### src/rtl/dmem_arbiter.sv
`default_nettype none
// dmem_arbiter: round-robin arbiter that serialises per-core read/write requests
// onto a single shared 8-bit data memory port and returns a one-cycle acq pulse.
module dmem_arbiter #(
  parameter int N_CORES = 4,
  parameter int MEM_LAT = 1,
  parameter int IDW     = 2
) (
  input  logic                   CLK,
  input  logic                   RSTn,
  input  logic [N_CORES-1:0]     rd_req,
  input  logic [N_CORES-1:0]     wr_req,
  input  logic [8*N_CORES-1:0]   addr_in,
  input  logic [8*N_CORES-1:0]   wdata_in,
  output logic [N_CORES-1:0]     acq,
  output logic [7:0]             rdata,
  output logic [7:0]             mem_addr,
  output logic [7:0]             mem_wdata,
  output logic                   mem_re,
  output logic                   mem_we,
  input  logic [7:0]             mem_rdata,
  output logic                   busy,
  output logic [IDW-1:0]         grant_id
);

  localparam logic [1:0] S_IDLE   = 2'd0;
  localparam logic [1:0] S_ACCESS = 2'd1;
  localparam logic [1:0] S_WAIT   = 2'd2;
  localparam logic [1:0] S_DONE   = 2'd3;
  localparam int         CW       = (MEM_LAT > 1) ? $clog2(MEM_LAT) : 1;

  logic [1:0]         state_q, state_d;
  logic [CW-1:0]      cnt_q, cnt_d;
  logic [IDW-1:0]     rr_ptr_q, rr_ptr_d;
  logic [IDW-1:0]     grant_id_q, grant_id_d;
  logic [N_CORES-1:0] ack_mask_q, ack_mask_d;
  logic [N_CORES-1:0] acq_q, acq_d;
  logic [7:0]         addr_q, addr_d;
  logic [7:0]         wdata_q, wdata_d;
  logic [7:0]         rdata_q, rdata_d;
  logic               op_wr_q, op_wr_d;
  logic               mem_re_q, mem_re_d;
  logic               mem_we_q, mem_we_d;
  logic               busy_w;

  logic [N_CORES-1:0] req_w;
  logic [N_CORES-1:0] req_rot_w;
  logic               pick_vld_w;
  logic [IDW-1:0]     pick_id_w;
  logic [7:0]         pick_addr_w;
  logic [7:0]         pick_wdata_w;
  logic               pick_wr_w;
  logic [N_CORES-1:0] grant_oh_w;
  logic [IDW-1:0]     next_ptr_w;

  // The mask suppresses the core just served for the single IDLE cycle
  // in which it is still dropping its request.
  assign req_w      = (rd_req | wr_req) & ~ack_mask_q;
  assign req_rot_w  = N_CORES'({req_w, req_w} >> rr_ptr_q);
  assign grant_oh_w = N_CORES'(1) << grant_id_q;
  assign next_ptr_w = (grant_id_q == IDW'(N_CORES - 1)) ? '0 : grant_id_q + IDW'(1);

  // Descending scan so the lowest rotated index (closest to rr_ptr) wins.
  always_comb begin
    pick_vld_w = 1'b0;
    pick_id_w  = '0;
    for (int i = N_CORES - 1; i >= 0; i--) begin
      if (req_rot_w[i]) begin
        pick_vld_w = 1'b1;
        pick_id_w  = IDW'((int'(rr_ptr_q) + i) % N_CORES);
      end
    end
  end

  always_comb begin
    pick_addr_w  = '0;
    pick_wdata_w = '0;
    pick_wr_w    = 1'b0;
    for (int k = 0; k < N_CORES; k++) begin
      if (pick_id_w == IDW'(k)) begin
        pick_addr_w  = addr_in[8*k +: 8];
        pick_wdata_w = wdata_in[8*k +: 8];
        pick_wr_w    = wr_req[k];
      end
    end
  end

  always_ff @(posedge CLK or negedge RSTn) begin
    if (!RSTn) begin
      state_q <= S_IDLE;
      cnt_q   <= '0;
    end else begin
      state_q <= state_d;
      cnt_q   <= cnt_d;
    end
  end

  always_comb begin
    state_d = state_q;
    cnt_d   = cnt_q;
    unique case (state_q)
      S_IDLE: begin
        if (pick_vld_w) state_d = S_ACCESS;
      end
      S_ACCESS: begin
        if (MEM_LAT == 0) begin
          state_d = S_DONE;
        end else begin
          state_d = S_WAIT;
          cnt_d   = CW'(MEM_LAT - 1);
        end
      end
      S_WAIT: begin
        if (cnt_q == '0) state_d = S_DONE;
        else             cnt_d   = cnt_q - CW'(1);
      end
      S_DONE: begin
        state_d = S_IDLE;
      end
      default: begin
        state_d = S_IDLE;
      end
    endcase
  end

  always_comb begin
    busy_w = (state_q != S_IDLE);
  end

  always_comb begin
    grant_id_d = grant_id_q;
    rr_ptr_d   = rr_ptr_q;
    ack_mask_d = ack_mask_q;
    addr_d     = addr_q;
    wdata_d    = wdata_q;
    op_wr_d    = op_wr_q;
    rdata_d    = rdata_q;
    mem_re_d   = 1'b0;
    mem_we_d   = 1'b0;
    acq_d      = '0;

    if (state_q == S_IDLE) begin
      ack_mask_d = '0;
      if (pick_vld_w) begin
        grant_id_d = pick_id_w;
        addr_d     = pick_addr_w;
        wdata_d    = pick_wdata_w;
        op_wr_d    = pick_wr_w;
        mem_we_d   = pick_wr_w;
        mem_re_d   = ~pick_wr_w;
      end
    end

    if (state_q == S_DONE) begin
      rr_ptr_d   = next_ptr_w;
      ack_mask_d = grant_oh_w;
    end

    // DONE is only ever entered from ACCESS or WAIT, so this marks its entry edge.
    if (state_d == S_DONE && state_q != S_DONE) begin
      acq_d = grant_oh_w;
      if (!op_wr_q) rdata_d = mem_rdata;
    end
  end

  always_ff @(posedge CLK or negedge RSTn) begin
    if (!RSTn) begin
      grant_id_q <= '0;
      rr_ptr_q   <= '0;
      ack_mask_q <= '0;
      addr_q     <= '0;
      wdata_q    <= '0;
      op_wr_q    <= 1'b0;
      rdata_q    <= '0;
      mem_re_q   <= 1'b0;
      mem_we_q   <= 1'b0;
      acq_q      <= '0;
    end else begin
      grant_id_q <= grant_id_d;
      rr_ptr_q   <= rr_ptr_d;
      ack_mask_q <= ack_mask_d;
      addr_q     <= addr_d;
      wdata_q    <= wdata_d;
      op_wr_q    <= op_wr_d;
      rdata_q    <= rdata_d;
      mem_re_q   <= mem_re_d;
      mem_we_q   <= mem_we_d;
      acq_q      <= acq_d;
    end
  end

  assign acq       = acq_q;
  assign rdata     = rdata_q;
  assign mem_addr  = addr_q;
  assign mem_wdata = wdata_q;
  assign mem_re    = mem_re_q;
  assign mem_we    = mem_we_q;
  assign busy      = busy_w;
  assign grant_id  = grant_id_q;

endmodule
`default_nettype wire

### config.mk
export PLATFORM = sky130hd
export DESIGN_NAME = dmem_arbiter
export DESIGN_NICKNAME = d
export VERILOG_FILES = /design/src/rtl/dmem_arbiter.sv
export SDC_FILE = /design/constraint.sdc
export NUM_CORES = 1
export LEC_CHECK = 0
export ABC_CLOCK_PERIOD_IN_PS = 5480
export CORE_MARGIN = 4
export CORE_UTILIZATION = 43
export CTS_CLUSTER_DIAMETER = 100
export DETAILED_ROUTE_END_ITERATION = 16
export GPL_TIMING_DRIVEN = 0
export PLACE_DENSITY = 0.86
export SLEW_MARGIN = 20
export SYNTH_ARGS = -nofsm -noshare
export SYNTH_HDL_FRONTEND = slang
export SYNTH_SLANG_ARGS = --single-unit
### constraint.sdc
create_clock -name CLK -period 5.48 [get_ports CLK]
set_input_delay 1.096 -clock CLK [delete_from_list [all_inputs] [get_ports CLK]]
set_output_delay 1.096 -clock CLK [all_outputs]
set_load 0.01 [all_outputs]
==> run summary <==
Status = completed
DRC = 0
Post-synth top flop = dfrtp_1
Final Hold Viols = 0
CP arrival = 3200 ps
Vias per cell = 5.243
Fin Setup TNS = 0 ps
Largest family of logic cells by synthesized area = compound AO/OA/AOI/OAI gates
CP max stage delay = 440 ps
Top cell type's share of synthesized area = 0.4604
CP max FO = 10
Post-synthesis compound-gate area fraction = 0.2330
Fin. max-slew vios = 0
Tcrit/Tclk final = 0.5455
MaxCap Viol Count = 0
ANT cells = 0
Fin crit period = 2990 ps
Flops & latches, synth = 41
Post-CTS setup buffer count = 0
Number of synthesized flops with an enable pin = 0
Mapped cell area = 2228 µm²
Cell Chain, Critical Path = clkdlybuf4s50_1, o21ba_2, or2_1, o31ai_1, nor2_1, buf_2, a211oi_1
DRT antenna net count = 0
Largest net degree at the start of global routing = 23
Final instance area = 3563 µm²
Antenna violations before repair = 0
DRT Pass-1 Iters = 4
Cell variety after synth = 30
CTS tree = built
Num ports = 115
Synthesized net count = 294
Tot Pwr = 1.830 mW
CP Launch Type = primary input
Vias = 2071
Total of cells resized after clock tree synthesis = 0
Die Wd = 79.99 µm
Post-Syn Instances = 205
Syn Area/Cell = 10.87 µm²
Gr usage total = 0.2080
CTS root buf = clkbuf_8
XOR/XNOR Fraction of Synth Area = 0
P_sw = 0.7255 mW
Switching share of power = 0.3965
IO Port Bufs = 114
Fin nets = 416
Warnings from Yosys = 0
Slew margin rel. = 0.6266
Sequential area share after synthesis = 0.4604
Placed cell areas = 3476 µm²
Num CTS Buffers = 5
CP bufs+invs = 2
WL final = 6569 µm
Internal power = 1.104 mW
Synth area leaders = dfrtp_1, a211oi_1, mux2i_1
Post-synth top area cell = dfrtp_1
Fillers = 379
Flop-to-flop setup slack = 3340 ps
Pwr dens = 513.6 nW/µm²
Area grow syn2layout = 59.91%
Crit end category = register
Number of global-route vias before repair = 2149
Adder-cell share of the synthesized area = 0.03930
Worst-Margin Slew = 560.0 ps
Worst IR Drop VDD = 261.4 µV
Total congestion overflow = 0
Die area = 6398 µm²
Crit path kind = in2reg
Simple-gate share of the synthesized area = 0.08478
Clock Pin Slew Worst Setup and Hold Paths = 80 ps
Layout Skew = 4.007 ps
WP data required = 5690 ps
Share of layout cells above drive strength 1 = 0.1067
RD Place Congestion = 0.7381
Hold WS = 481.0 ps
H-Tree Depth = 2
Clk_lat worst skew = 290 ps
Per-cell routed wire length = 16.63 µm
Final setup vio count = 0
Core ar. = 4880 µm²
Multi-input gate area = 1116 µm²
Ys async rst share = 1.000
Combinational power share = 0.597
RSZ-0062 raised after global routing = no
Post-CTS Hold Buffers = 0
Flop pwr share = 0.293
CTS Sinks = 41
Row count = 25
Mux contribution to synthesized area = 0.1437
Register Area = 1026 µm²
Initial DRC Count = 56
Static leakage = 1.429 nW
Clock buffer depth = 2
Hpwl dp = 5079 µm
First-pass GRT wire length = 10320 µm
CP delay by family, top = compound AO/OA/AOI/OAI gates
Peak Freq = 334.5 MHz
Starting Density = 0.4567
Clock power frac = 0.109
Die Span Y = 79.99 µm
HP Class = reg2reg
Crit-path slowest cell = clkdlybuf4s50_1
==> layout make-up <==
| class | instances | share of cell area |
|---|---|---|
| inverter | 6 | 0.006320 |
| clock buffer | 6 | 0.02037 |
| tap | 67 | 0.02353 |
| buffer | 11 | 0.01791 |
| multi-input combinational | 147 | 0.3132 |
| timing repair buffer | 115 | 0.3265 |
| sequential | 41 | 0.2879 |
| clock inverter | 2 | 0.004213 |
==> logic make-up after synthesis <==
group                    count (synthesis)
AO/OA/AOI/OAI                           69
multiplexers                            29
adder cells (fa/ha/maj)                  7
flip-flops                              41
AND/OR/NAND/NOR                         42
buffers and inverters                   17
==> sequential cells by signal, summed over array words and instances, names as in the netlist <==
name and count:
ack_mask_q 4, acq 4, grant_id 2, mem_addr 8, mem_re 1, mem_wdata 8
mem_we 1, op_wr_q 1, rdata 8, rr_ptr_q 2, state_q 2
==> worst min-delay path: stages, from the launching register on <==
cell and delay, ps:
dfrtp_1 350, nand2_1 40, o21ai_0 60
==> metrics by stage <==
step	utilization	std cells	worst slack (ps)
after global routing	0.7303	395	2275
final	0.7303	395	2490
after floorplan	-	205	2851
after detailed placement	0.7123	387	2221
after global placement	0.7077	386	2244
after CTS	0.7303	395	2523
==> layout by cell type, fill, tap and decap left out, drive strengths merged <==
| master | netlist | final |
|---|---|---|
| o21ba | 3 | 3 |
| a21boi | 16 | 16 |
| clkbuf | 5 | 11 |
| dfrtp | 41 | 41 |
| nand3 | 1 | 1 |
| a211oi | 32 | 32 |
| o21bai | 4 | 4 |
| and2 | 6 | 6 |
| o211ai | 1 | 1 |
| mux4 | 1 | 1 |
| mux2i | 17 | 17 |
| clkinvlp | 0 | 2 |
| a31o | 1 | 1 |
| o31ai | 1 | 1 |
| or2 | 1 | 1 |
| mux2 | 11 | 11 |
| o21ai | 7 | 7 |
| nor2 | 22 | 22 |
| buf | 6 | 8 |
| inv | 6 | 6 |
| o22ai | 3 | 3 |
| clkdlybuf4s50 | 0 | 113 |
| o31a | 1 | 1 |
| nor2b | 1 | 1 |
| ha | 7 | 7 |
| nand2 | 11 | 11 |
==> power by group through the flow <==
stage | sequential, mW | clock [mW] | combinational [mW]
floorplan | 0.582 | 0 | 0.595
global placement | 0.531 | 0 | 1.07
detailed placement | 0.540 | 0 | 1.10
CTS | 0.535 | 0.203 | 1.10
global route | 0.557 | 0.217 | 1.20
finish | 0.537 | 0.200 | 1.09
==> final timing paths <==
kind	start	to	cells past startpoint
worst max-delay path	wr_req[1]	mem_addr[5]	7
worst min-delay path	ack_mask_q[3]	ack_mask_q[3]	2
worst max register to register	ack_mask_q[1]	op_wr_q	5
worst min register to register	ack_mask_q[3]	ack_mask_q[3]	2
max in group asynchronous	RSTn	mem_wdata[7]	2
min in group asynchronous	RSTn	rdata[3]	1
==> per-layer routing <==
layer  wire length (µm)  track usage  share of wire  vias up
met4                 47      0.05068         0.0072        0
met2               3315       0.3593           0.50       84
met3                498      0.04853          0.076        5
met1               2707       0.2612           0.41      992
met5                  0            0              0        -
li1                   -            -              -      990
==> synthesized netlist by cell type (all sizes together) (6+ instances only) <==
cell type,number
dfrtp,41
a211oi,32
nor2,22
mux2i,17
a21boi,16
mux2,11
nand2,11
ha,7
o21ai,7
and2,6
buf,6
inv,6
Note: power is estimated with default switching activity, not from simulation.
